`src/rtl/alu_issue_ctrl_if.sv`:
```
// Handshake and ALU bus between the register-read stage, the ALU issue controller,
// the combinational ALU and writeback.
interface alu_issue_ctrl_if #(
    parameter int DATA_W = 64
);
    logic              in_valid;
    logic              in_ready;
    logic [31:0]       in_instr;
    logic [DATA_W-1:0] in_rn;
    logic [DATA_W-1:0] in_rm;
    logic [2:0]        alu_op;
    logic [DATA_W-1:0] alu_a;
    logic [DATA_W-1:0] alu_b;
    logic [DATA_W-1:0] alu_result;
    logic              alu_zero;
    logic              out_valid;
    logic              out_ready;
    logic [DATA_W-1:0] out_result;
    logic              out_zero;
    logic              out_branch;
    logic              out_illegal;

    modport master (
        output in_valid, in_instr, in_rn, in_rm, alu_result, alu_zero, out_ready,
        input  in_ready, alu_op, alu_a, alu_b, out_valid, out_result, out_zero,
               out_branch, out_illegal
    );

    modport slave (
        input  in_valid, in_instr, in_rn, in_rm, alu_result, alu_zero, out_ready,
        output in_ready, alu_op, alu_a, alu_b, out_valid, out_result, out_zero,
               out_branch, out_illegal
    );
endinterface

```
`src/rtl/alu_issue_ctrl.sv`:
```
// LEGv8 ALU issue controller: accepts instr+operands, decodes to ALU op/operands,
// captures the ALU result and zero flag, and hands them off with a CBZ decision.
module alu_issue_ctrl #(
    parameter int DATA_W = 64,
    parameter int CNT_W  = 16
) (
    input  logic             clk,
    input  logic             reset,
    alu_issue_ctrl_if.slave  bus,
    output logic [CNT_W-1:0] retired
);
    localparam logic [1:0] ST_IDLE   = 2'd0;
    localparam logic [1:0] ST_DECODE = 2'd1;
    localparam logic [1:0] ST_EXEC   = 2'd2;
    localparam logic [1:0] ST_DONE   = 2'd3;

    logic [1:0]        state;
    logic [31:0]       instr_q;
    logic [DATA_W-1:0] rn_q;
    logic [DATA_W-1:0] rm_q;
    logic              cbz_q;

    logic [2:0]        alu_op_q;
    logic [DATA_W-1:0] alu_a_q;
    logic [DATA_W-1:0] alu_b_q;
    logic [DATA_W-1:0] result_q;
    logic              zero_q;
    logic              branch_q;
    logic              illegal_q;

    logic              dec_legal;
    logic              dec_cbz;
    logic [2:0]        dec_op;
    logic [DATA_W-1:0] dec_a;
    logic [DATA_W-1:0] dec_b;

    always_comb begin
        dec_legal = 1'b1;
        dec_cbz   = 1'b0;
        dec_op    = 3'b000;
        dec_a     = rn_q;
        dec_b     = rm_q;
        casez (instr_q[31:21])
            11'b10001011000: dec_op = 3'b000;
            11'b11001011000: dec_op = 3'b001;
            11'b10001010000: dec_op = 3'b010;
            11'b10101010000: dec_op = 3'b011;
            11'b11010011011: begin
                dec_op = 3'b101;
                dec_b  = DATA_W'(instr_q[15:0]);
            end
            11'b11010011010: begin
                dec_op = 3'b110;
                dec_b  = DATA_W'(instr_q[15:0]);
            end
            11'b1001000100?: begin
                dec_op = 3'b000;
                dec_b  = DATA_W'(instr_q[21:10]);
            end
            11'b1101000100?: begin
                dec_op = 3'b001;
                dec_b  = DATA_W'(instr_q[21:10]);
            end
            11'b11111000010,
            11'b11111000000: begin
                dec_op = 3'b000;
                dec_b  = DATA_W'($signed(instr_q[20:12]));
            end
            11'b10110100???: begin
                dec_op  = 3'b100;
                dec_a   = '0;
                dec_cbz = 1'b1;
            end
            default: dec_legal = 1'b0;
        endcase
    end

    always_ff @(posedge clk) begin
        if (reset) begin
            state     <= ST_IDLE;
            instr_q   <= '0;
            rn_q      <= '0;
            rm_q      <= '0;
            cbz_q     <= 1'b0;
            alu_op_q  <= 3'b000;
            alu_a_q   <= '0;
            alu_b_q   <= '0;
            result_q  <= '0;
            zero_q    <= 1'b0;
            branch_q  <= 1'b0;
            illegal_q <= 1'b0;
            retired   <= '0;
        end else begin
            case (state)
                ST_IDLE: begin
                    if (bus.in_valid) begin
                        instr_q <= bus.in_instr;
                        rn_q    <= bus.in_rn;
                        rm_q    <= bus.in_rm;
                        state   <= ST_DECODE;
                    end
                end
                ST_DECODE: begin
                    // Illegal opcodes skip the ALU entirely; alu_* keep the last issue.
                    if (dec_legal) begin
                        alu_op_q <= dec_op;
                        alu_a_q  <= dec_a;
                        alu_b_q  <= dec_b;
                        cbz_q    <= dec_cbz;
                        state    <= ST_EXEC;
                    end else begin
                        illegal_q <= 1'b1;
                        result_q  <= '0;
                        zero_q    <= 1'b0;
                        branch_q  <= 1'b0;
                        state     <= ST_DONE;
                    end
                end
                ST_EXEC: begin
                    result_q  <= bus.alu_result;
                    zero_q    <= bus.alu_zero;
                    branch_q  <= cbz_q & bus.alu_zero;
                    illegal_q <= 1'b0;
                    state     <= ST_DONE;
                end
                default: begin
                    if (bus.out_ready) begin
                        retired <= retired + CNT_W'(1);
                        state   <= ST_IDLE;
                    end
                end
            endcase
        end
    end

    assign bus.in_ready    = (state == ST_IDLE);
    assign bus.out_valid   = (state == ST_DONE);
    assign bus.alu_op      = alu_op_q;
    assign bus.alu_a       = alu_a_q;
    assign bus.alu_b       = alu_b_q;
    assign bus.out_result  = result_q;
    assign bus.out_zero    = zero_q;
    assign bus.out_branch  = branch_q;
    assign bus.out_illegal = illegal_q;
endmodule
```
`src/flat_wrapper.sv`:
```
// flat-port wrapper written by rule: the top's interface ports become plain ports
module alu_issue_ctrl_flat 
#(
    parameter int DATA_W = 64,
    parameter int CNT_W  = 16
)
  (clk, reset, retired, bus_in_valid, bus_in_instr, bus_in_rn, bus_in_rm, bus_alu_result, bus_alu_zero, bus_out_ready, bus_in_ready, bus_alu_op, bus_alu_a, bus_alu_b, bus_out_valid, bus_out_result, bus_out_zero, bus_out_branch, bus_out_illegal);
  alu_issue_ctrl_if #(.DATA_W(DATA_W)) bus_i ();
  input  logic clk;
  input  logic reset;
  output logic [CNT_W-1:0] retired;
  input wire logic [$bits(bus_i.in_valid)-1:0] bus_in_valid;
  input wire logic [$bits(bus_i.in_instr)-1:0] bus_in_instr;
  input wire logic [$bits(bus_i.in_rn)-1:0] bus_in_rn;
  input wire logic [$bits(bus_i.in_rm)-1:0] bus_in_rm;
  input wire logic [$bits(bus_i.alu_result)-1:0] bus_alu_result;
  input wire logic [$bits(bus_i.alu_zero)-1:0] bus_alu_zero;
  input wire logic [$bits(bus_i.out_ready)-1:0] bus_out_ready;
  output wire logic [$bits(bus_i.in_ready)-1:0] bus_in_ready;
  output wire logic [$bits(bus_i.alu_op)-1:0] bus_alu_op;
  output wire logic [$bits(bus_i.alu_a)-1:0] bus_alu_a;
  output wire logic [$bits(bus_i.alu_b)-1:0] bus_alu_b;
  output wire logic [$bits(bus_i.out_valid)-1:0] bus_out_valid;
  output wire logic [$bits(bus_i.out_result)-1:0] bus_out_result;
  output wire logic [$bits(bus_i.out_zero)-1:0] bus_out_zero;
  output wire logic [$bits(bus_i.out_branch)-1:0] bus_out_branch;
  output wire logic [$bits(bus_i.out_illegal)-1:0] bus_out_illegal;
  assign bus_i.in_valid = bus_in_valid;
  assign bus_i.in_instr = bus_in_instr;
  assign bus_i.in_rn = bus_in_rn;
  assign bus_i.in_rm = bus_in_rm;
  assign bus_i.alu_result = bus_alu_result;
  assign bus_i.alu_zero = bus_alu_zero;
  assign bus_i.out_ready = bus_out_ready;
  assign bus_in_ready = bus_i.in_ready;
  assign bus_alu_op = bus_i.alu_op;
  assign bus_alu_a = bus_i.alu_a;
  assign bus_alu_b = bus_i.alu_b;
  assign bus_out_valid = bus_i.out_valid;
  assign bus_out_result = bus_i.out_result;
  assign bus_out_zero = bus_i.out_zero;
  assign bus_out_branch = bus_i.out_branch;
  assign bus_out_illegal = bus_i.out_illegal;
  alu_issue_ctrl #(.DATA_W(DATA_W), .CNT_W(CNT_W)) u_core (.clk(clk), .reset(reset), .bus(bus_i), .retired(retired));
endmodule
```
`config.mk`:
```
export PLATFORM = sky130hd
export DESIGN_NAME = alu_issue_ctrl_flat
export DESIGN_NICKNAME = d
export VERILOG_FILES = /design/src/rtl/alu_issue_ctrl_if.sv /design/src/rtl/alu_issue_ctrl.sv /design/src/flat_wrapper.sv
export SDC_FILE = /design/constraint.sdc
export NUM_CORES = 1
export LEC_CHECK = 0
export ABC_AREA = 1
export ABC_CLOCK_PERIOD_IN_PS = 2000
export CAP_MARGIN = 40
export CELL_PAD_IN_SITES_DETAIL_PLACEMENT = 0
export CELL_PAD_IN_SITES_GLOBAL_PLACEMENT = 1
export CORE_UTILIZATION = 27
export DETAILED_ROUTE_END_ITERATION = 7
export DONT_BUFFER_PORTS = 1
export HOLD_SLACK_MARGIN = 0.02
export PLACE_DENSITY = 0.59
export SETUP_SLACK_MARGIN = 0.3
export SLEW_MARGIN = 15
export SYNTH_ARGS = -nofsm -noshare
export SYNTH_HDL_FRONTEND = slang
export SYNTH_SLANG_ARGS = --single-unit
```
`constraint.sdc`:
```
create_clock -name clk -period 2 [get_ports clk]
set_clock_uncertainty 0.1 [all_clocks]
set_input_delay 0 -clock clk [delete_from_list [all_inputs] [get_ports clk]]
set_output_delay 0 -clock clk [all_outputs]
set_load 0.02 [all_outputs]
```
## Word-level counts from Yosys, hierarchy flattened

Index checks and enable logic that the tools add are counted.

- Register bits after elaboration: 377
- Bits of input ports: 229
- Output and inout port bits: 216

- $add $sub $neg: 1
- Equal/unequal tests: 16
- Muxes and demuxes: 16
- Bitwise operators: 2
- Reduce and logical (&&, ||, !) cells: 14

Operators by type and width:

| cell | count |
|---|---|
| 64-bit one-hot mux with 3 select lines | 1 |
| 64-bit two-way mux | 2 |
| 64-bit one-hot mux with 2 select lines | 1 |
| 11-bit == test, second input constant | 8 |
| 10-bit == test, second input constant | 2 |
| 3-bit one-hot mux with 6 select lines | 1 |
| 16-bit by 1-bit adder with 16-bit output, second input constant | 1 |
| 11-bit OR reduction | 1 |
| 2-bit AND reduction | 5 |
| 8-bit == test, second input constant | 1 |
| 2-bit OR reduction | 4 |
| 1-bit one-hot mux with 2 select lines | 3 |
| 2-bit one-hot mux with 3 select lines | 1 |
| 1-bit two-way mux | 5 |
| 2-bit == test, second input constant | 2 |
| 2-bit two-way mux | 2 |
| 2-bit != test, second input constant | 2 |
| 4-bit nonzero test | 1 |
| 3-bit OR reduction | 1 |
| 2-bit by 1-bit == test with 1-bit output, second input constant | 1 |
| 2-bit zero test | 1 |
| 2-bit nonzero test | 1 |
| 1-bit AND | 1 |
| 1-bit inverter | 1 |

## Longest topological paths before layout

- Word-level depth: 5
- Mapped depth: 13
- Depth with buffers taken out: 12

## Worst setup path before layout

No wires, ideal clock.

- Path kind: register -> register
- From: register u_core.state[0]
- To: register u_core.retired[10]
- Library setup time: 0.115 ns
- Arrival: 1.748 ns
- Required time: 1.785 ns
- Slack: 0.037 ns
- Stages on the path, launching flop included: 13
- Buffers on the path: 0
- Period minus slack after synthesis: 1.963 ns
- Path through: dfxtp_1 -> ha_1 -> nand2_1 -> nor2_1 -> nand2_1 -> nor2_1 -> nand2_1 -> nor2_1 -> nand2_1 -> nor2_1 -> nand3_1 -> nand2_1 -> nor2_1

- Cells in the longest elaborated chain, start to end: 4
- Elaborated cells between the ends (all ways): 6
- Classes of those cells: eq/ne: 2; bitwise: 1; reduce/logical: 3

Ends and longest elaborated chain:

| element | line | RTL |
|---|---|---|
| from (decl) | alu_issue_ctrl.sv:17 | `logic [1:0] state;` |
| from (signal assigned) | alu_issue_ctrl.sv:80 | `state <= ST_IDLE;` |
| from (signal assigned) | alu_issue_ctrl.sv:100 | `state <= ST_DECODE;` |
| from (signal assigned) | alu_issue_ctrl.sv:110 | `state <= ST_EXEC;` |
| 2-bit by 1-bit == test with 1-bit output, or another cell as far along | alu_issue_ctrl.sv:94 | `case (state)` |
| 3-bit OR reduction (no line) (*) | n/a |  |
| 1-bit inverter (no line) (*) | n/a |  |
| 2-bit AND reduction (no line) (*) | n/a |  |
| to (signal assigned) | alu_issue_ctrl.sv:128 | `retired <= retired + CNT_W'(1);` |
| to (decl) | alu_issue_ctrl.sv:10 | `output logic [CNT_W-1:0] retired` |

Mark *: on every way between the ends. The rest lies on a longest branch, timed or not.
A chain may end at the register's enable or synchronous reset.

## Final worst setup path

- From: register u_core.instr_q[26]
- To: register u_core.alu_b_q[44], in the netlist u_core.bus.alu_b[44]

- Cells in the longest elaborated chain, start to end: 4
- Elaborated cells between the ends (all ways): 18
- Classes of those cells: eq/ne: 11; mux: 2; reduce/logical: 5

Ends and longest elaborated chain:

| element | line | RTL |
|---|---|---|
| from (decl) | alu_issue_ctrl.sv:18 | `logic [31:0] instr_q;` |
| from (signal assigned) | alu_issue_ctrl.sv:97 | `instr_q <= bus.in_instr;` |
| 11-bit == test, or another cell as far along | alu_issue_ctrl.sv:43 | `casez (instr_q[31:21])` |
| 11-bit OR reduction (no line) | n/a |  |
| 1-bit two-way mux | alu_issue_ctrl.sv:43 |  |
| 2-bit AND reduction (no line) | n/a |  |
| to (signal assigned) | alu_issue_ctrl.sv:87 | `alu_b_q <= '0;` |
| to (signal assigned) | alu_issue_ctrl.sv:108 | `alu_b_q <= dec_b;` |
| to (decl) | alu_issue_ctrl.sv:25 | `logic [DATA_W-1:0] alu_b_q;` |

Parallel ways exist; a longest one is shown, timed or not.

==> results.md <==
- Status: finished, violations left
- Failing checks: hold timing
- Top cells by area, synth: dfxtp_1, a21oi_1, o21ai_0, nor2_1, nand3_1
- Crit. End Element: flop
- H-tree Lvls: 2
- Row count: 85
- GRT Util Overall: 0.1876
- Netlist cell types: 30
- Clock sink count: 377
- Clock-pin slew on the worst setup and hold paths: 0.06 ns
- Critical R2R Capture: u_core.bus.alu_b[44]
- Startpoint Class: flop
- Slew @ Worst Pin: 0.8602 ns
- CP Data Arrival Time: 2.31 ns
- Final GP Congestion: 0.8165
- Mean number of vias per cell: 4.868
- Yosys warns: 0
- Layout area overhead: 42.46%
- Vias: 14082
- Worst rel slew slack: 0.4246
- CP Max Fanout: 7
- Psw: 7.799 mW
- Max IR drop VDD: 712.0 uV
- Worst-path cell chain: inv_4, nand2_4, nor2_4, nand3b_1, nand2_2, nor2_4, nand2_4, buf_12, nand2_8, clkbuf_16, o21ai_1, nor2_1
- Cell Int Power: 15.95 mW
- CP Depth: 12
- Non-Filler Instances: 2893
- F_max: 512.1 MHz
- Die span in x: 235.6 um
- Leading area contributor after synthesis: dfxtp_1
- Hold Crit Start: reset
- Lkg Pwr: 7.901 nW
- Share of total power in combinational logic: 0.258
- Crit path max-delay family: simple AND/OR/NAND/NOR gates
- DP Area: 15980 um^2
- Detailed Route Iter0 Violations: 727
- HPWL after DPL: 34650 um
- CTS tree: done
- R2R Path Start: u_core.instr_q[26]
- Maximum clock insertion buffer count: 3
- Crit Path Class: flop to flop
- TritonCTS Buffers: 44
- Skew-Pair Late Insertion Delay: 0.57 ns
- Crit path capture: u_core.bus.alu_b[44]
- Sequential element share of the synthesized area: 0.5122
- Worst hold path class: primary input to flop
- Final WL: 55040 um
- Slowest cell on the critical path: dfxtp_2
- Cells after synthesis: 1943
- Routed wire per std cell: 19.03 um
- Die Area: 55510 um^2
- Nets: 2397
- # DRC: 0
- Synthesized area per cell: 7.584 um^2
- WP buf/inv: 3
- Cell depth of the worst hold path: 1
- Starting Density: 0.2733
- Synth Cell Area: 14740 um^2
- First-pass GRT wire length: 82220 um
- Final count of hold timing violations: 186
- Sw Ratio: 0.3284
- Final setup vio count: 0
- Synthesized Nets: 2177
- Yosys reg bits: 377
- Number of global-route vias before repair: 13662
- Layout cells sized above 1: 0.1578
- Final period util: 0.9764
- Total Power: 23.75 mW
- Core Region: 53920 um^2
- Pwr dens: 1131 nW/um^2
- Post-route cell area: 20990 um^2
- Slowest stage delay, CP: 0.34 ns
- Max-cap viol count: 0
- R2R Setup Slk: 0.05 ns
- I/O pins: 445
- Area share of the largest cell type after synthesis: 0.5122
- Min Tclk post-route: 1.953 ns
- FF-to-FF path depth: 12
- IO buf count: 0
- Power share of the sequential group: 0.405
- Max-slew violations: 0
- Unrepaired setup endpoints after global routing: true
- Clock share of power: 0.337
- Post-Place Cells: 2564
- CP required: 2.36 ns
- Hold_ws: -0.6066 ns
- CTS root buf: clkbuf_16
- Detailed Routing Iterations Pass 1: 5
- Largest net degree at the start of global routing: 144
- Initial antenna violation count: 3
- Worst Setup SP: u_core.instr_q[26]
- Post-route ant nets: 0
- Fin util: 0.3893
- Global route overflow: 0
- Die H: 235.6 um
## cell usage after synthesis (all sizes together)
master and instances:
a21oi 284, xor2 2, nand3 169, clkbuf 115, nor4 1, o221ai 11
nor3 5, o21a 2, inv 174, nand2 183, o21ai 274, buf 45
dfxtp 377, clkinv 1, nand3b 2, ha 5, nor2 245, a31oi 1
a22oi 1, nand4 46
## worst min-delay path by stage
stage	slack [ns]	end
after floorplan	0.06	u_core.bus.out_result[0]
after global placement	-0.02	u_core.bus.alu_a[19]
after detailed placement	-0.02	u_core.bus.alu_a[25]
after CTS	-0.63	u_core.bus.alu_a[8]
after global routing	-0.61	u_core.bus.alu_a[30]
final	-0.61	u_core.bus.alu_a[28]
## flip-flops by register name, indices dropped and copies added (netlist names)
name / flops
u_core.rn_q: 64
u_core.bus.out_result: 64
u_core.instr_q: 32
u_core.retired: 16
u_core.bus.alu_a: 64
u_core.rm_q: 64
u_core.bus.out_zero: 1
u_core.cbz_q: 1
u_core.bus.out_illegal: 1
u_core.bus.alu_b: 64
u_core.bus.out_branch: 1
u_core.bus.alu_op: 3
u_core.state: 2
## metal layers
metal / wire (um) / up-vias / GRT usage
met4: 2089 / 0 / 0.07784
li1: - / 6939 / -
met1: 23120 / 6620 / 0.2262
met2: 26260 / 414 / 0.3159
met3: 3573 / 109 / 0.04819
met5: 0 / - / 0
## cell type report
class	count	area, um^2
fill	5450	32930
inverter	175	671.9
clock buffer	63	1252
clock inverter	13	172.7
timing repair buffer	331	4040
multi-input combinational	1234	6389
sequential	377	7585
tap	696	870.8
antenna	4	10.01
## timing repair
action	4_1_cts	5_1_grt
pin swaps	41	38
cloned	16	13
hold endpoints to repair	377	281
hold buffers	172	16
setup buffers	27	4
setup endpoints to repair	230	309
gates resized for setup	146	57
## per-stage QoR
step	setup TNS [ns]	setup slack (ns)
6_report	0	0.04719
4_1_cts	0	0.09617
2_1_floorplan	0	0.2722
3_5_place_dp	0	0.01880
3_3_place_gp	-0.09779	-0.03764
5_1_grt	-0.3194	-0.02851
## layout by cell type, fill, tap and decap left out, types with 3 or more instances in the layout
| cell | n |
|---|---|
| dfxtp_1 | 363 |
| a21oi_1 | 263 |
| nor2_1 | 222 |
| o21ai_0 | 216 |
| dlygate4sd3_1 | 187 |
| inv_1 | 163 |
| nand2_1 | 150 |
| nand3_1 | 146 |
| buf_4 | 57 |
| o21ai_1 | 55 |
| clkbuf_16 | 54 |
| nand4_1 | 46 |
| buf_12 | 35 |
| nand2_2 | 21 |
| nand3_2 | 21 |
| a21oi_2 | 20 |
| buf_6 | 19 |
| buf_16 | 17 |
| nor2_4 | 12 |
| nor2_2 | 11 |
| o221ai_1 | 11 |
| clkbuf_1 | 11 |
| nand2_4 | 10 |
| clkbuf_8 | 8 |
| dfxtp_4 | 8 |
| inv_2 | 7 |
| clkinv_2 | 6 |
| dfxtp_2 | 6 |
| nand2_8 | 5 |
| buf_8 | 5 |
| diode_2 | 4 |
| inv_4 | 4 |
| nor3_1 | 4 |
| ha_2 | 3 |
| bufinv_16 | 3 |
## kinds of logic after synthesis
kind of cell,share of synthesized area
adder cells (fa/ha/maj),0.004246
AO/OA/AOI/OAI,0.1983
buffers and inverters,0.09145
AND/OR/NAND/NOR,0.1927
flip-flops,0.5122
XOR/XNOR,0.001189
## power groups by stage
stage,Sequential (mW),Clock [mW],Combinational [mW]
after floorplan,9.51,0,3.25
after global placement,9.66,0,4.80
after detailed placement,9.69,0,4.87
after CTS,9.58,8.25,5.55
after global routing,9.72,8.55,6.79
final,9.61,8.00,6.13
Note: power is estimated with default switching activity, not from simulation.
